<file path="config.mk">
export PLATFORM = sky130hd
export DESIGN_NAME = nibble_serial_adder_ctrl_flat
export DESIGN_NICKNAME = d
export VERILOG_FILES = /design/src/rtl/nibble_serial_adder_ctrl_pkg.sv /design/src/rtl/nibble_serial_adder_ctrl_if.sv /design/src/rtl/nibble_serial_adder_ctrl_rca4.sv /design/src/rtl/nibble_serial_adder_ctrl.sv /design/src/flat_wrapper.sv
export SDC_FILE = /design/constraint.sdc
export NUM_CORES = 1
export LEC_CHECK = 0
export ABC_AREA = 1
export BUFFER_PORTS_ARGS = -buffer_cell sky130_fd_sc_hd__buf_2
export CAP_MARGIN = 20
export CORE_MARGIN = 4
export CORE_UTILIZATION = 45
export DETAILED_ROUTE_END_ITERATION = 6
export GPL_ROUTABILITY_DRIVEN = 0
export PLACE_DENSITY = 0.69
export SLEW_MARGIN = 20
export SYNTH_ARGS = -nofsm -noshare
export SYNTH_HDL_FRONTEND = slang
export SYNTH_SLANG_ARGS = --single-unit
</file>
<file path="constraint.sdc">
create_clock -name clk -period 2.7 [get_ports clk]
set_input_delay 0 -clock clk [delete_from_list [all_inputs] [get_ports clk]]
set_output_delay 0 -clock clk [all_outputs]
set_load 0.01 [all_outputs]
</file>
<file path="src/rtl/nibble_serial_adder_ctrl_pkg.sv">
// Shared types and constants for the nibble-serial adder.
// Optional subtract mode is enabled with NSA_SUB_EN.
package nibble_serial_adder_ctrl_pkg;

  localparam int NSA_SLICE = 4;

  typedef enum logic [1:0] {
    NSA_IDLE = 2'd0,
    NSA_RUN  = 2'd1,
    NSA_DONE = 2'd2
  } nsa_state_t;

endpackage

</file>
<file path="src/rtl/nibble_serial_adder_ctrl_if.sv">
// Operand/result handshake bundle for the nibble-serial adder.
// op_sub exists only when NSA_SUB_EN is defined.
interface nibble_serial_adder_ctrl_if #(
  parameter int WIDTH = 16
);
  logic             in_valid;
  logic             in_ready;
  logic [WIDTH-1:0] a;
  logic [WIDTH-1:0] b;
  logic             cin;
`ifdef NSA_SUB_EN
  logic             op_sub;
`endif
  logic             out_valid;
  logic             out_ready;
  logic [WIDTH-1:0] sum;
  logic             cout;
  logic             busy;

`ifdef NSA_SUB_EN
  modport master (
    output in_valid, a, b, cin, op_sub,
    output out_ready,
    input  in_ready, out_valid,
    input  sum, cout, busy
  );
  modport slave (
    input  in_valid, a, b, cin, op_sub,
    input  out_ready,
    output in_ready, out_valid,
    output sum, cout, busy
  );
`else
  modport master (
    output in_valid, a, b, cin,
    output out_ready,
    input  in_ready, out_valid,
    input  sum, cout, busy
  );
  modport slave (
    input  in_valid, a, b, cin,
    input  out_ready,
    output in_ready, out_valid,
    output sum, cout, busy
  );
`endif

endinterface

</file>
<file path="src/rtl/nibble_serial_adder_ctrl_rca4.sv">
// Four-bit ripple-carry adder slice.
// Shared by the nibble-serial sequencer.
module rca4 (
  input  logic [3:0] A,
  input  logic [3:0] B,
  input  logic       Cin,
  output logic [3:0] S,
  output logic       Cout
);

  logic [4:0] w_c;

  assign w_c[0] = Cin;

  for (genvar i = 0; i < 4; i++) begin : g_fa
    assign S[i]     = A[i] ^ B[i] ^ w_c[i];
    assign w_c[i+1] = (A[i] & B[i]) |
                      (w_c[i] & (A[i] ^ B[i]));
  end

  assign Cout = w_c[4];

endmodule

</file>
<file path="src/rtl/nibble_serial_adder_ctrl.sv">
// Nibble-serial WIDTH-bit adder, LSB nibble first, one RCA4 slice.
// Define NSA_SUB_EN to add the op_sub (a - b) mode.
module nibble_serial_adder_ctrl
  import nibble_serial_adder_ctrl_pkg::*;
#(
  parameter int WIDTH = 16
) (
  input  logic                        clk,
  input  logic                        rst_n,
  nibble_serial_adder_ctrl_if.slave   bus
);

  localparam int NIB = WIDTH / NSA_SLICE;
  localparam int CW  = $clog2(NIB + 1);
  localparam logic [CW-1:0] LAST = CW'(NIB - 1);
  localparam int TOP = WIDTH - NSA_SLICE;

  nsa_state_t       r_state;
  nsa_state_t       w_next;
  logic [WIDTH-1:0] r_a;
  logic [WIDTH-1:0] r_b;
  logic [WIDTH-1:0] r_res;
  logic             r_carry;
  logic [CW-1:0]    r_cnt;
  logic [3:0]       w_s;
  logic             w_co;

  rca4 u_rca4 (
    .A    (r_a[3:0]),
    .B    (r_b[3:0]),
    .Cin  (r_carry),
    .S    (w_s),
    .Cout (w_co)
  );

  always_comb begin
    w_next = r_state;
    unique case (r_state)
      NSA_IDLE: if (bus.in_valid)  w_next = NSA_RUN;
      NSA_RUN:  if (r_cnt == LAST) w_next = NSA_DONE;
      NSA_DONE: if (bus.out_ready) w_next = NSA_IDLE;
      default:                     w_next = NSA_IDLE;
    endcase
  end

  always_ff @(posedge clk or negedge rst_n) begin
    if (!rst_n) begin
      r_state <= NSA_IDLE;
      r_a     <= '0;
      r_b     <= '0;
      r_res   <= '0;
      r_carry <= 1'b0;
      r_cnt   <= '0;
    end else begin
      r_state <= w_next;
      if (r_state == NSA_IDLE && bus.in_valid) begin
        r_a   <= bus.a;
        r_cnt <= '0;
`ifdef NSA_SUB_EN
        r_b     <= bus.op_sub ? ~bus.b : bus.b;
        r_carry <= bus.op_sub ? 1'b1 : bus.cin;
`else
        r_b     <= bus.b;
        r_carry <= bus.cin;
`endif
      end else if (r_state == NSA_RUN) begin
        r_a     <= r_a >> NSA_SLICE;
        r_b     <= r_b >> NSA_SLICE;
        // new nibble enters at the top; after NIB steps it sits in place
        r_res   <= (r_res >> NSA_SLICE) |
                   (WIDTH'(w_s) << TOP);
        r_carry <= w_co;
        r_cnt   <= r_cnt + 1'b1;
      end
    end
  end

  assign bus.in_ready  = (r_state == NSA_IDLE);
  assign bus.out_valid = (r_state == NSA_DONE);
  assign bus.busy      = (r_state != NSA_IDLE);
  assign bus.sum       = r_res;
  assign bus.cout      = r_carry;

endmodule
</file>
<file path="src/flat_wrapper.sv">
// flat-port wrapper written by rule: the top's interface ports become plain ports
module nibble_serial_adder_ctrl_flat import nibble_serial_adder_ctrl_pkg::*;
#(
  parameter int WIDTH = 16
)
  (clk, rst_n, bus_in_valid, bus_a, bus_b, bus_cin, bus_out_ready, bus_in_ready, bus_out_valid, bus_sum, bus_cout, bus_busy);
  nibble_serial_adder_ctrl_if #(.WIDTH(WIDTH)) bus_i ();
  input  logic clk;
  input  logic rst_n;
  input wire logic [$bits(bus_i.in_valid)-1:0] bus_in_valid;
  input wire logic [$bits(bus_i.a)-1:0] bus_a;
  input wire logic [$bits(bus_i.b)-1:0] bus_b;
  input wire logic [$bits(bus_i.cin)-1:0] bus_cin;
  input wire logic [$bits(bus_i.out_ready)-1:0] bus_out_ready;
  output wire logic [$bits(bus_i.in_ready)-1:0] bus_in_ready;
  output wire logic [$bits(bus_i.out_valid)-1:0] bus_out_valid;
  output wire logic [$bits(bus_i.sum)-1:0] bus_sum;
  output wire logic [$bits(bus_i.cout)-1:0] bus_cout;
  output wire logic [$bits(bus_i.busy)-1:0] bus_busy;
  assign bus_i.in_valid = bus_in_valid;
  assign bus_i.a = bus_a;
  assign bus_i.b = bus_b;
  assign bus_i.cin = bus_cin;
  assign bus_i.out_ready = bus_out_ready;
  assign bus_in_ready = bus_i.in_ready;
  assign bus_out_valid = bus_i.out_valid;
  assign bus_sum = bus_i.sum;
  assign bus_cout = bus_i.cout;
  assign bus_busy = bus_i.busy;
  nibble_serial_adder_ctrl #(.WIDTH(WIDTH)) u_core (.clk(clk), .rst_n(rst_n), .bus(bus_i));
endmodule
</file>
==> qor.yml, run 1 <==
cts_setup_buffers: 0
setup.worst_path.end: "u_core.bus.sum[15]$_DFFE_PN0P_"
end_kind: "register"
area_growth_pct: 28.8
wl_per_cell_um: 12.6
hold_violations: 0
dieHeight_um: 81.3
holdCritPathClass: "input port to register"
cp_max_fo: 3
path_clk_slew_ps: 90
cts-htree-levels: 2
ys_warn_count: 0
drc: 0
status: "finished, final reports clean"
rows: 26
synth.area.top_cells: "dfrtp_1, nand2_1, nand3_1, fa_1, o21ai_1"
ctsHoldBuffers: 33
first_pass_iters: 4
crit_type: "register to register"
startpoint: "u_core.bus.cout$_DFFE_PN0P_"
cts-resized-gates: 0
async_reset_ff_frac: 1.00
synthSimpleGateAreaFrac: 0.286
timing.hold.ws_ps: 3.59
finalCritPeriodShare: 0.803
worstHoldStart: "bus_cin"
dp_hpwl_um: 3220
power_density_mw_per_mm2: 998
grt_pass1_wl_um: 9080
start_kind: "register"
cts_buffer_depth: 2
rsz0062_at_grt: "no"
synth_top_area_share: 0.560
period_needed_ps: 2170
viasPerCell: 4.83
io_buffers: 56
routed_wl_um: 5340
grt_pass1_vias: 1969
core-area_mm2: 0.00514
globalRouteTotalUtil: 0.177
synthCells: 271
synth_edf_count: 0
syn-num-nets: 314
ys.flop_type: "dfrtp_1"
synth_seq_cells: 54
setup-tns-final_ps: 0
p_leak_nw: 1.62
cp.arrival_ps: 2390
drive_gt1_frac: 0.192
syn-cell-area_mm2: 0.00241
ir_worst_vdd_v: 0.000551
clock_skew_ps: 6.57
antenna_cells: 0
dp_slack_ps: 534
max_freq_ghz: 0.461
yosysUniqueCellTypes: 17
final_max_slew_viol_count: 0
layout.nets: 396
die-width_um: 81.3
vias: 2046
tightest_slew_ps: 903
overflow: 0
relSlewSlack: 0.396
cts_buffers: 5
yosys.area_share.adder: 0.0435
antenna_found_initial: 0
syn-mean-instance-area_um2: 8.91
r2r-end: "u_core.bus.sum[15]$_DFFE_PN0P_"
yosysSeqAreaShare: 0.560
clock_latency_ps: 300
maxCapViolCount: 0
yosysTopAreaCell: "dfrtp_1"
cp_data_required_time_ps: 2920
synthTopCellsByCount: "nand2_1, nand3_1, dfrtp_1, inv_1, o21ai_1"
reg2reg_from: "u_core.bus.cout$_DFFE_PN0P_"
setup_violations: 0
ant_nets: 0
dieArea_mm2: 0.00660
start_util: 0.470
synth_top_family_by_area: "simple AND/OR/NAND/NOR gates"
drtIter0Drc: 132
r2r_slack_ps: 530
synth_most_common_cell: "nand2_1"
tritoncts: "yes"
root_buffer: "clkbuf_8"
post_synth_xor_area_fraction: 0
ios: 57
grt_max_degree: 43
post_synth_mux_area_share: 0
ff2ff_path_depth: 8
cts.sinks: 54
synth_compound_area_frac: 0.0358
setup_ws_ps: 532
[worst min-delay path by stage]
stage	cells past startpoint	to	slack (ps)
after floorplan	0	u_core.bus.cout$_DFFE_PN0P_	-300
after global placement	1	u_core.bus.sum[0]$_DFFE_PN0P_	-100
after detailed placement	1	u_core.bus.sum[0]$_DFFE_PN0P_	-100
after CTS	3	u_core.r_a[0]$_DFFE_PN0P_	0.04
after global routing	3	u_core.bus.cout$_DFFE_PN0P_	0.9
final	3	u_core.bus.cout$_DFFE_PN0P_	4
[sequential cells by signal, indices dropped and copies added (netlist names)]
| signal | cells |
|---|---|
| u_core.bus.sum | 16 |
| u_core.r_a | 16 |
| u_core.r_b | 16 |
| u_core.r_cnt | 3 |
| u_core.r_state | 2 |
| u_core.bus.cout | 1 |
[placed cells by master (no fill, tap or decap)]
| master | instances |
|---|---|
| nand2_2 | 1 |
| clkbuf_8 | 6 |
| fa_1 | 4 |
| clkinv_2 | 1 |
| nor2_4 | 1 |
| inv_1 | 17 |
| o21ai_4 | 1 |
| ha_1 | 2 |
| dlygate4sd3_1 | 34 |
| clkbuf_1 | 1 |
| inv_4 | 1 |
| buf_4 | 1 |
| dfrtp_1 | 54 |
| o21ai_0 | 1 |
| nand3_1 | 58 |
| o21ai_1 | 13 |
| buf_2 | 56 |
| nand2_1 | 102 |
[power by group]
group	switching (mW)	internal [mW]
Clock	0.243	0.207
Combinational	0.817	0.468
Sequential	0.214	1.15
[cell families after synthesis]
group,after synthesis
AO/OA/AOI/OAI,15
adder cells (fa/ha/maj),6
buffers and inverters,34
flip-flops,54
AND/OR/NAND/NOR,162
[layer usage]
layer  vias to the layer above  global-route usage  routed length (um)
met4                         0              0.0389                  34
met2                        56               0.301                2600
li1                       1024                   -                   -
met3                         6              0.0477                 334
met5                         -                   0                   0
met1                       960               0.225                2370
[stage by stage]
stage,instances,utilization,instance area [um2],total power [mW]
3_5_place_dp,382,0.521,2680,2.65
2_1_floorplan,271,-,2410,2.36
5_1_grt,424,0.605,3110,3.41
6_report,424,0.605,3110,3.10
4_1_cts,423,0.603,3100,3.14
3_3_place_gp,382,0.521,2680,2.58
[critical path, stage by stage (launching register included)]
cell and delay [ps]:
dfrtp_1 430, fa_1 430, inv_1 70, fa_1 150, inv_1 50, fa_1 360
inv_1 80, fa_1 410, o21ai_1 130
[cell type report]
| type | instances | area (um2) |
|---|---|---|
| Fill cell | 500 | 2030 |
| Tap cell | 70 | 87.6 |
| Multi-Input combinational cell | 183 | 882 |
| Sequential cell | 54 | 1350 |
| Clock inverter | 1 | 5.00 |
| Clock buffer | 7 | 86.3 |
| Timing Repair Buffer | 91 | 628 |
| Inverter | 18 | 70.1 |
(Power assumes the default switching activity.)
==> inputs of run 2 (changes only) <==
Settings changed: PLACE_DENSITY 0.69 to 0.71.
Clock period 2.7 ns to 1.8 ns, I/O delays scaled along.
==> run 2 against run 1 <==
Final cell count up 1.2%. Register-to-register slack worse by 810 ps. Via count rose by 1.5%. Core utilization rose by 1.0 points. Combinational power is 58% higher. Sequential power grew 49%. Largest power group unchanged. Largest cell class unchanged. Cell area is 1.7% higher. Non-clock buffer count is 6 higher. The run now ends with negative setup slack left. Global-route usage shrank 0.21 points. Total power is 52% higher. Highest routed layer unchanged. Sequential share of layout area decreased by 0.74 points. Fmax is 4.2% higher.
==> qor.yml, run 2 (same netlist as run 1, synthesis figures left out) <==
clock_skew_ps: 9.76  # +3.19 ps
rows: 26  # unchanged
cp_max_fo: 2  # -1
dpl_cell_area_mm2: 0.00274  # +2.1%
ir_worst_vdd_v: 0.000630  # +14%
hold_violations: 0  # unchanged
ant_nets: 0  # unchanged
wl_met2_um: 2630  # +1.0%
io_buffers: 56  # unchanged
setup_ws_ps: -281  # -812 ps
crit_type: "register to register"
rsz0062_at_grt: "yes"
regArea_mm2: 0.00135  # unchanged
layout_common_cells: "nand2_1, nand3_1, buf_2"
clock_latency_ps: 310  # about the same
reg2reg_from: "u_core.r_a[0]$_DFFE_PN0P_"
tightest_slew_ps: 667  # -235 ps
power_density_mw_per_mm2: 1490  # +50%
tritoncts: "yes"
relSlewSlack: 0.555  # +0.159
met1_length_um: 2210  # -6.7%
dieHeight_um: 81.3  # unchanged
start_kind: "register"
ios: 57  # unchanged
drtIter0Drc: 63  # -52%
drive_gt1_frac: 0.220  # +0.0280
start_util: 0.470  # unchanged
drc: 0  # unchanged
area_growth_pct: 31.0
multiInputGateArea_um2: 890  # +0.85%
final_common_cell: "nand2_1"
worstHoldStart: "bus_a[0]"
dieArea_mm2: 0.00660  # unchanged
die-width_um: 81.3  # unchanged
core-area_mm2: 0.00514  # unchanged
fin_area_mm2: 0.00316  # +1.7%
status: "finished with violations"
period_needed_ps: 2080  # -87.7 ps
holdCritPathClass: "input port to register"
setup-tns-final_ps: -375  # -375 ps
cts_buffer_depth: 2  # unchanged
setup_violations: 2  # +2
p_leak_nw: 1.64  # +1.1%
grt_max_degree: 55  # +28%
final_max_slew_viol_count: 0  # unchanged
fin_util: 0.616  # +0.0105
fillers: 481  # -3.8%
grt_pass1_wl_um: 8870  # -2.3%
maxCapViolCount: 0  # unchanged
grt_pass1_vias: 2001  # +1.6%
globalRouteTotalUtil: 0.175  # -0.00212
cp.arrival_ps: 2320  # -70 ps
cp_data_required_time_ps: 2030  # -890 ps
viasPerCell: 4.84  # +0.33%
max_freq_ghz: 0.481  # +4.2%
violations: "negative setup slack"
antenna_found_initial: 0  # unchanged
dp_hpwl_um: 3190  # -0.77%
first_pass_iters: 4  # unchanged
antenna_cells: 0  # unchanged
highest_layer: "met4"
cts.sinks: 54  # unchanged
wl_per_cell_um: 12.2  # -3.4%
root_buffer: "clkbuf_8"
routed_wl_um: 5220  # -2.3%
end_kind: "register"
met3WireLength_um: 272  # -19%
overflow: 0  # unchanged
cts_buffers: 5  # unchanged
layout.nets: 402  # +1.5%
dp_slack_ps: -285  # -819 ps
startpoint: "u_core.r_a[0]$_DFFE_PN0P_"
path_clk_slew_ps: 90  # about the same
cts-htree-levels: 2  # unchanged
finalCritPeriodShare: 1.16  # +0.353
vias: 2077  # +1.5%
[run 2: changes by cell type in the layout (fill, tap and decap cells not counted), moves of 3 or more]
cell,delta
buf_4,+5
fa_1,-3
fa_2,+3
inv_1,-3
inv_2,+3
[run 2: cell type report]
cell class / instances / share of cell area
clock buffers: 6 / 0.0229
clock inverters: 1 / 0.00237
inverters: 18 / 0.0221
multi-input cells: 183 / 0.281
flip-flops and latches: 54 / 0.427
well taps: 70 / 0.0277
repair buffers: 97 / 0.217
[run 2: repair_timing]
item                                   CTS  global route
hold buffers                            34             0
setup endpoints to repair                2             3
gates resized for setup                  1             0
pin swaps                                0             1
setup buffers                            1             0
endpoints found under the hold margin   87             0
[run 2: critical path, stage by stage, from the launching register on]
cell	delay, ps
dfrtp_1	410
fa_2	400
inv_2	60
fa_2	180
inv_2	40
fa_2	320
inv_2	60
fa_1	410
o21ai_1	130
[run 2: where the power goes]
group	switching (mW)	internal [mW]	leakage, nW	total (mW)
clock	0.379	0.268	0.0373	0.646
sequential	0.310	1.73	0.696	2.04
combinational	1.23	0.805	0.904	2.04
[run 2: metrics by stage]
| step | hold WS (ps) | instances | power [mW] |
|---|---|---|---|
| after global routing | 2.09 | 429 | 5.15 |
| final | 4.42 | 429 | 4.72 |
| after floorplan | -296 | 271 | 3.55 |
| after global placement | 166 | 387 | 3.98 |
| after detailed placement | 166 | 387 | 4.07 |
| after CTS | 4.18 | 429 | 4.80 |
[run 2: worst paths after layout]
kind | end | slack, ps | cells after the start
min | u_core.r_a[0]$_DFFE_PN0P_ | 4 | 3
min reg2reg | u_core.r_b[14]$_DFFE_PN0P_ | 480 | 2
min in group asynchronous | u_core.bus.sum[5]$_DFFE_PN0P_ | 350 | 3
max | u_core.bus.sum[15]$_DFFE_PN0P_ | -280 | 8
max in group asynchronous | u_core.r_b[3]$_DFFE_PN0P_ | 1020 | 3
max reg2reg | u_core.bus.sum[15]$_DFFE_PN0P_ | -280 | 8
[run 2: layer usage]
| layer | vias to the layer above | track usage |
|---|---|---|
| li1 | 1032 | - |
| met1 | 982 | 0.208 |
| met2 | 56 | 0.308 |
| met3 | 7 | 0.0399 |
| met4 | 0 | 0.0625 |
| met5 | - | 0 |
